[config.mk]
export PLATFORM = sky130hd
export DESIGN_NAME = mc_controller
export DESIGN_NICKNAME = d
export VERILOG_FILES = /design/src/rtl/mc_controller.sv
export SDC_FILE = /design/constraint.sdc
export NUM_CORES = 1
export LEC_CHECK = 0
export CORE_MARGIN = 1.5
export CORE_UTILIZATION = 50
export CTS_CLUSTER_DIAMETER = 50
export CTS_CLUSTER_SIZE = 16
export DETAILED_ROUTE_END_ITERATION = 10
export PLACE_DENSITY = 0.84
export SYNTH_ARGS = -nofsm -noshare
export SYNTH_HDL_FRONTEND = slang
export SYNTH_SLANG_ARGS = --single-unit
export TNS_END_PERCENT = 50
[constraint.sdc]
create_clock -name clk -period 2.7 [get_ports clk]
set_input_delay 0.675 -clock clk [delete_from_list [all_inputs] [get_ports clk]]
set_output_delay 0.675 -clock clk [all_outputs]
set_load 0.02 [all_outputs]
[src/rtl/mc_controller.sv]
// Multicycle RISC-V control FSM: sequences fetch/decode/execute/memory/writeback
// over a shared ALU and a single memory port with a req/ready handshake.
// Optional build macro: ILLEGAL_OP_TRAP_EN (unknown opcodes park the FSM in TRAP).
module mc_controller #(
   parameter int unsigned MEM_TIMEOUT = 255
) (
   input  logic       clk,
   input  logic       reset_n,
   input  logic [6:0] op,
   input  logic [2:0] funct3,
   input  logic       funct7b5,
   input  logic       zero,
   input  logic       mem_ready,
   output logic       mem_req,
   output logic       AdrSrc,
   output logic       MemWrite,
   output logic       IRWrite,
   output logic       PCWrite,
   output logic       RegWrite,
   output logic [1:0] ResultSrc,
   output logic [1:0] ALUSrcA,
   output logic [1:0] ALUSrcB,
   output logic [1:0] ImmSrc,
   output logic [2:0] ALUControl,
   output logic       instr_done,
   output logic       bus_err,
   output logic       illegal_instr
);

   typedef enum logic [3:0] {
      StFetch, StDecode, StMemAdr, StMemRead, StMemWb, StMemWrite,
      StExecR, StExecI, StJal, StAluWb, StBeq, StTrap
   } state_e;

   localparam logic [6:0] OpLw  = 7'b0000011;
   localparam logic [6:0] OpSw  = 7'b0100011;
   localparam logic [6:0] OpR   = 7'b0110011;
   localparam logic [6:0] OpI   = 7'b0010011;
   localparam logic [6:0] OpBeq = 7'b1100011;
   localparam logic [6:0] OpJal = 7'b1101111;

   // Counter must hold the limit value itself; limit cycle is judged on cnt_q == Limit.
   localparam int CntW = (MEM_TIMEOUT > 0) ? $clog2(MEM_TIMEOUT + 1) : 1;
   localparam logic [CntW-1:0] Limit = CntW'(MEM_TIMEOUT);

   state_e          state_q, state_d;
   logic [CntW-1:0] cnt_q, cnt_d;
   logic            bus_err_q;
   logic [1:0]      alu_op;
   logic            pc_update, branch, req_raw, timeout;

   // State, timeout counter and sticky bus error register
   always_ff @(posedge clk or negedge reset_n) begin
      if (!reset_n) begin
         state_q   <= StFetch;
         cnt_q     <= '0;
         bus_err_q <= 1'b0;
      end else begin
         state_q   <= state_d;
         cnt_q     <= cnt_d;
         bus_err_q <= bus_err_q | timeout;
      end
   end

`ifdef ILLEGAL_OP_TRAP_EN
   logic illegal_q;

   // Sticky illegal-instruction flag, set on entry to TRAP
   always_ff @(posedge clk or negedge reset_n) begin
      if (!reset_n) illegal_q <= 1'b0;
      else          illegal_q <= illegal_q | (state_d == StTrap);
   end

   assign illegal_instr = illegal_q;
`else
   assign illegal_instr = 1'b0;
`endif

   assign bus_err = bus_err_q;

   // Immediate format follows the opcode regardless of state
   always_comb begin
      ImmSrc = 2'b00;
      if (op == OpSw)       ImmSrc = 2'b01;
      else if (op == OpBeq) ImmSrc = 2'b10;
      else if (op == OpJal) ImmSrc = 2'b11;
   end

   // Next state, control outputs, timeout detection and counter update
   always_comb begin
      state_d    = state_q;
      req_raw    = 1'b0;
      AdrSrc     = 1'b0;
      MemWrite   = 1'b0;
      IRWrite    = 1'b0;
      RegWrite   = 1'b0;
      ResultSrc  = 2'b00;
      ALUSrcA    = 2'b00;
      ALUSrcB    = 2'b00;
      instr_done = 1'b0;
      alu_op     = 2'b00;
      pc_update  = 1'b0;
      branch     = 1'b0;

      case (state_q)
         StFetch: begin
            req_raw   = 1'b1;
            ALUSrcB   = 2'b10;
            ResultSrc = 2'b10;
            if (mem_ready) begin
               IRWrite   = 1'b1;
               pc_update = 1'b1;
               state_d   = StDecode;
            end
         end
         StDecode: begin
            ALUSrcA = 2'b01;
            ALUSrcB = 2'b01;
            if (op == OpLw || op == OpSw) state_d = StMemAdr;
            else if (op == OpR)           state_d = StExecR;
            else if (op == OpI)           state_d = StExecI;
            else if (op == OpBeq)         state_d = StBeq;
            else if (op == OpJal)         state_d = StJal;
            else begin
`ifdef ILLEGAL_OP_TRAP_EN
               state_d = StTrap;
`else
               instr_done = 1'b1;
               state_d    = StFetch;
`endif
            end
         end
         StMemAdr: begin
            ALUSrcA = 2'b10;
            ALUSrcB = 2'b01;
            state_d = (op == OpLw) ? StMemRead : StMemWrite;
         end
         StMemRead: begin
            req_raw = 1'b1;
            AdrSrc  = 1'b1;
            if (mem_ready) state_d = StMemWb;
         end
         StMemWb: begin
            ResultSrc  = 2'b01;
            RegWrite   = 1'b1;
            instr_done = 1'b1;
            state_d    = StFetch;
         end
         StMemWrite: begin
            req_raw  = 1'b1;
            AdrSrc   = 1'b1;
            MemWrite = 1'b1;
            if (mem_ready) begin
               instr_done = 1'b1;
               state_d    = StFetch;
            end
         end
         StExecR: begin
            ALUSrcA = 2'b10;
            alu_op  = 2'b10;
            state_d = StAluWb;
         end
         StExecI: begin
            ALUSrcA = 2'b10;
            ALUSrcB = 2'b01;
            alu_op  = 2'b10;
            state_d = StAluWb;
         end
         StJal: begin
            ALUSrcA   = 2'b01;
            ALUSrcB   = 2'b10;
            pc_update = 1'b1;
            state_d   = StAluWb;
         end
         StAluWb: begin
            RegWrite   = 1'b1;
            instr_done = 1'b1;
            state_d    = StFetch;
         end
         StBeq: begin
            ALUSrcA    = 2'b10;
            alu_op     = 2'b01;
            branch     = 1'b1;
            instr_done = 1'b1;
            state_d    = StFetch;
         end
         StTrap: state_d = StTrap;
         default: state_d = StFetch;
      endcase

      // A ready arriving in the limit cycle still completes the access
      timeout = (MEM_TIMEOUT != 0) && req_raw && !mem_ready && (cnt_q == Limit);
      mem_req = req_raw;
      PCWrite = pc_update | (branch & zero);

      if (timeout) begin
         mem_req    = 1'b0;
         MemWrite   = 1'b0;
         IRWrite    = 1'b0;
         PCWrite    = 1'b0;
         RegWrite   = 1'b0;
         instr_done = 1'b0;
         state_d    = StFetch;
      end

      if (req_raw && !mem_ready && !timeout && (state_d == state_q)) cnt_d = cnt_q + CntW'(1);
      else                                                           cnt_d = '0;

      // Reset holds state at FETCH, whose request must not leak out
      if (!reset_n) begin
         mem_req    = 1'b0;
         MemWrite   = 1'b0;
         IRWrite    = 1'b0;
         PCWrite    = 1'b0;
         RegWrite   = 1'b0;
         instr_done = 1'b0;
      end
   end

   // ALU operation decode from the internal ALUOp
   always_comb begin
      ALUControl = 3'b000;
      case (alu_op)
         2'b01: ALUControl = 3'b001;
         2'b10: begin
            case (funct3)
               3'b000:  ALUControl = (funct7b5 & op[5]) ? 3'b001 : 3'b000;
               3'b010:  ALUControl = 3'b101;
               3'b110:  ALUControl = 3'b011;
               3'b111:  ALUControl = 3'b010;
               default: ALUControl = 3'b000;
            endcase
         end
         default: ALUControl = 3'b000;
      endcase
   end

endmodule
### After elaboration in Yosys (flattened, before gate mapping)

Index checks and enable logic that the tools add are counted.

* bits in latches: 0
* input port bits: 15
* memories kept: 0
* bits in writable memories: 0
* ROM bits: 0
* bits in registers: 13
* output and inout port bits: 20
* logic and storage cells: 99

* add/sub/neg operators: 1
* magnitude comparators: 0
* shifts and indexed selects: 0
* multiply operators: 0
* reductions and logical operators: 19
* equal/unequal tests: 24
* muxes and demuxes: 48
* div/mod/pow operators: 0
* bitwise logic cells: 4

Operators by type and width (count)
* 2-to-1 mux 4 bit: 9
* case mux 4 bit (7 select lines): 1
* 2-to-1 mux 1 bit: 25
* equality test 4 x 3 -> 1 bit, second input constant: 4
* equality test 4 bit, second input constant: 4
* case mux 2 bit (2 select lines): 4
* equality test 7 x 6 -> 1 bit, second input constant: 2
* equality test 7 bit, second input constant: 2
* case mux 3 bit (4 select lines): 1
* OR reduction 3 bit: 4
* OR reduction 2 bit: 5
* adder 8 x 1 -> 8 bit, second input constant: 1
* equality test 4 x 2 -> 1 bit, second input constant: 2
* equality test 8 bit, second input constant: 1
* 2-to-1 mux 8 bit: 1
* equality test 7 x 2 -> 1 bit, second input constant: 1
* equality test 7 x 5 -> 1 bit, second input constant: 1
* equality test 3 bit, second input constant: 2
* 2-to-1 mux 2 bit: 3
* case mux 3 bit (2 select lines): 1
* equality test 4 x 1 -> 1 bit, second input constant: 1
* equality test 4 bit: 1
* logical AND 1 bit: 4
* zero test 4 bit: 1
* 12 further kinds: 15

### Logic depth before layout (Yosys ltp)

* depth in word-level cells: 11
* gate-level depth with buffers: 8
* mapped depth without buffers: 6

### Worst setup path after synthesis

No wires, ideal clock.

* path type: register to output
* from: reg state_q[2]
* to: out IRWrite
* slack: 0.154 ns
* stages on the path, launching flop included: 5
* required time: 2.025 ns
* buffers on the path: 2
* arrival time: 1.871 ns
* cells stage by stage: dfrtp_1 buf_2 clkbuf_1 nor4_1 and3_1

* word-level cells in the longest chain between the ends: 7
* elaborated cells between the ends (all ways): 10
* classes of those cells: eq/ne (2); mux (4); reduce/logical (4)

Ends and longest elaborated chain
* from (decl): RTL line 46 `state_e state_q, state_d;`
* from (signal assigned): RTL line 55 `state_q <= StFetch;`
* from (signal assigned): RTL line 59 `state_q <= state_d;`
* equality test 4 x 3 -> 1 bit (tied with other cells): RTL line 105 `case (state_q)`
* OR reduction 3 bit (no source line)
* 2-to-1 mux 1 bit: RTL line 105
* logical AND 1 bit (2 in a row): RTL line 192 `timeout = (MEM_TIMEOUT != 0) && req_raw && !mem_ready && (cnt_q == Limit);`
* 2-to-1 mux 1 bit *: RTL line 196 `if (timeout) begin`
* 2-to-1 mux 1 bit *: RTL line 210 `if (!reset_n) begin`
* to (decl): RTL line 17 `output logic IRWrite,`

Mark *: on every way between the ends. The rest lies on a longest branch, timed or not.

### Final worst setup path

* from: reg state_q[1]
* to: out ALUSrcB[0]

* word-level cells in the longest chain between the ends: 3
* elaborated cells between the ends (all ways): 8
* classes of those cells: eq/ne (4); mux (1); reduce/logical (3)

Ends and longest elaborated chain
* equality test 4 x 1 -> 1 bit (tied with other cells): RTL line 105
* OR reduction 3 bit (no source line) / OR reduction 2 bit (equally long branches)
* case mux 2 bit (2 select lines) *: RTL line 105
* to (decl): RTL line 22 `output logic [1:0] ALUSrcB,`

Marks and branches as above.

==> impl_metrics.json <==
{
  "path_cells": "or2b_1 -> mux2_2 -> nor2_1 -> clkdlybuf4s50_1",
  "status": "complete, no violations",
  "crit_buf_inv": 1,
  "crit_required_ns": 2.03,
  "grt_setup_unrepaired": "yes",
  "ff2ff_setup_slack_ns": 0.90,
  "finalCriticalPeriod_ns": 2.65,
  "switchingPower_mw": 0.318,
  "critPathArrivalTime_ns": 1.98,
  "synth_common_cells": "nor2_1, dfrtp_1, nand2_1",
  "critical_path.slowest_cell": "clkdlybuf4s50_1",
  "cts_hold_buf": 0,
  "postLayoutCellArea_mm2": 0.00174,
  "clock-root-buffer": "clkbuf_4",
  "synth_edf_count": 0,
  "fin_ws_ns": 0.0472,
  "finClkSkew_ns": 0.000668,
  "yosysWarnings": 0,
  "yosys.area.top_type": "dfrtp_1",
  "ant_nets": 0,
  "worstPathMaxFanout": 10,
  "routed-via-count": 1336,
  "holdWs_ns": 0.509,
  "dp_hpwl_um": 2590,
  "worstSkewPairLatency_ns": 0.29,
  "synthFlopType": "dfrtp_1",
  "port_buffers": 33,
  "h-tree-depth": 1,
  "syn-cell-area_mm2": 0.00116,
  "dpl-instance-area_mm2": 0.00168,
  "period_share_pct": 98.3,
  "synth_most_common_cell": "nor2_1",
  "async_flop_share_pct": 100,
  "power_mw": 0.794,
  "start_util_pct": 52.8,
  "die_area_mm2": 0.00261,
  "p_leak_nw": 0.778,
  "irDropWorstVdd_uv": 460,
  "reg2reg_to": "state_q[2]",
  "pwr-share-comb_pct": 53.1,
  "core-area_mm2": 0.00219,
  "worstHoldStart": "bus_err",
  "setup_violations": 0,
  "vias_per_cell": 5.71,
  "drtIter0Drc": 29,
  "cp_top_family": "buffers and inverters",
  "overflow": 0,
  "track_usage_pct": 27.0,
  "cts_inserted_buffers": 3,
  "layout.nets": 225,
  "clockPowerShare_pct": 15.9,
  "place_ws_ns": -0.548,
  "hold_depth": 1,
  "p_seq_share_pct": 31.1,
  "whs_endpoint": "bus_err",
  "boundaryPins": 35,
  "multiInputGateArea_um2": 793,
  "crit_path_start_kind": "flop",
  "slew_headroom_pct": 61.9,
  "syn_nets": 166,
  "r2r_start": "cnt_q[0]",
  "swShare_pct": 40.1,
  "ys_seq_elements": 13,
  "wirelength_um": 3430,
  "gp_congestion": 0.903,
  "drv_cap": 0,
  "ctsLongestPathBuffers": 2,
  "drc_errors": 0,
  "finalHoldViolCount": 0,
  "syn2layout_area_growth_pct": 49.9,
  "fmax_mhz": 377,
  "cts_tree": "built",
  "synthTopCellsByArea": "dfrtp_1, nor2_1, nor3_1",
  "grt_pass1_vias": 1269,
  "wl_per_cell_um": 14.6,
  "worst_pin_slew_ns": 0.569,
  "fillCellCount": 154,
  "crit_cells": 4,
  "synthCells": 148,
  "power.density_mw_per_mm2": 458,
  "ys_types": 47,
  "ff_latch_area_um2": 330,
  "antenna_found_initial": 0,
  "diodes": 0,
  "die_h_um": 51.1,
  "cts_sinks": 13,
  "yosysSeqAreaShare_pct": 28.1,
  "drt_pass1_iterations": 4,
  "fp.dieW_um": 51.1,
  "drive_gt1_share_pct": 27.2,
  "grt_first_pass_wirelength_um": 5350,
  "yosys.area.top_type_share_pct": 28.1,
  "synth.avg_cell_area_um2": 7.82,
  "hp-class": "flop to flop",
  "fin_tns_setup_ns": 0,
  "grt_max_degree": 14,
  "power.internal_mw": 0.476,
  "rows": 17,
  "cts.reportedPaths.clkPinSlew_ns": 0.08,
  "setup.worst_path.class": "flop to primary output",
  "cpPeakStageDelay_ns": 0.60,
  "maxSlewViolCount": 0,
  "r2r_cells": 6,
  "end_kind": "primary output"
}
[layer usage]
metal  GRT usage (%)  vias to the layer above  part of all wire [%]
met5               0                        -                     0
met4            10.8                        0                   2.1
met3            3.80                       11                   4.0
met2            50.2                       39                    52
met1            30.6                      641                    42
li1                -                      645                     -
[kinds of logic after synthesis]
group                      after synthesis  share of synthesized area [%]
and+or+nand+nor                         80                           37.8
AOI/OAI and AO/OA                       27                           16.4
adders and majority gates                3                           3.24
buffers and inverters                   14                           6.16
xor gates and xnor gates                 8                           6.05
other                                    1                          0.324
muxes                                    2                           1.84
DFF                                     13                           28.1
[cells in the final DEF, fill, tap and decap left out, types with 5 or more instances in the layout]
master           count
dfrtp_1              9
nor2_1              18
nand2b_1             6
clkdlybuf4s50_1     21
inv_1                5
nor2b_1              6
buf_4               30
nand2_1             11
xnor2_1              5
nor3_1               9
nand3_1              8
a21oi_1              7
and3_1               5
[how the worst max path moves through the flow]
stage / from / end / slack [ns]
after detailed placement: mem_ready / PCWrite / -0.55
after CTS: op[3] / ImmSrc[1] / 0.02
after floorplan: state_q[2] / IRWrite / 0.15
after global routing: state_q[2] / ALUControl[2] / -0.04
after global placement: mem_ready / PCWrite / -0.46
final: state_q[1] / ALUSrcB[0] / 0.05
[power groups by stage]
stage / sequential (mW) / combinational (mW) / clock [mW]
2_1_floorplan: 0.228 / 0.234 / 0
3_3_place_gp: 0.244 / 0.393 / 0
3_5_place_dp: 0.245 / 0.407 / 0
4_1_cts: 0.242 / 0.403 / 0.125
5_1_grt: 0.248 / 0.449 / 0.133
6_report: 0.247 / 0.421 / 0.126
[through the flow]
step / cells / util [%]
2_1_floorplan: 148 / -
3_3_place_gp: 228 / 76.7
3_5_place_dp: 228 / 76.7
4_1_cts: 232 / 77.9
5_1_grt: 234 / 79.2
6_report: 234 / 79.2
[flip-flops by register name (all words and copies together), names as in the netlist]
name / cells
cnt_q: 8
state_q: 4
bus_err: 1
[final cells by class]
type | instances | share of cell area (%)
clock buffer | 4 | 1.51
inverter | 5 | 1.08
multi-input combinational | 121 | 45.7
sequential | 13 | 19.0
tap | 28 | 2.02
timing repair buffer | 63 | 30.6
[worst reg2reg max path, stage by stage (launching register included)]
cell	delay, ns
dfrtp_1	0.39
ha_2	0.20
nand2_1	0.08
or3_4	0.40
buf_4	0.15
o32ai_1	0.29
a31oi_1	0.14
[repair_timing]
item	4_1_cts	5_1_grt
setup buffers	0	2
setup endpoints to repair	12	9
pin swaps	0	1
gates resized for setup	25	14
No activity file was read; power rests on OpenSTA's default activity.
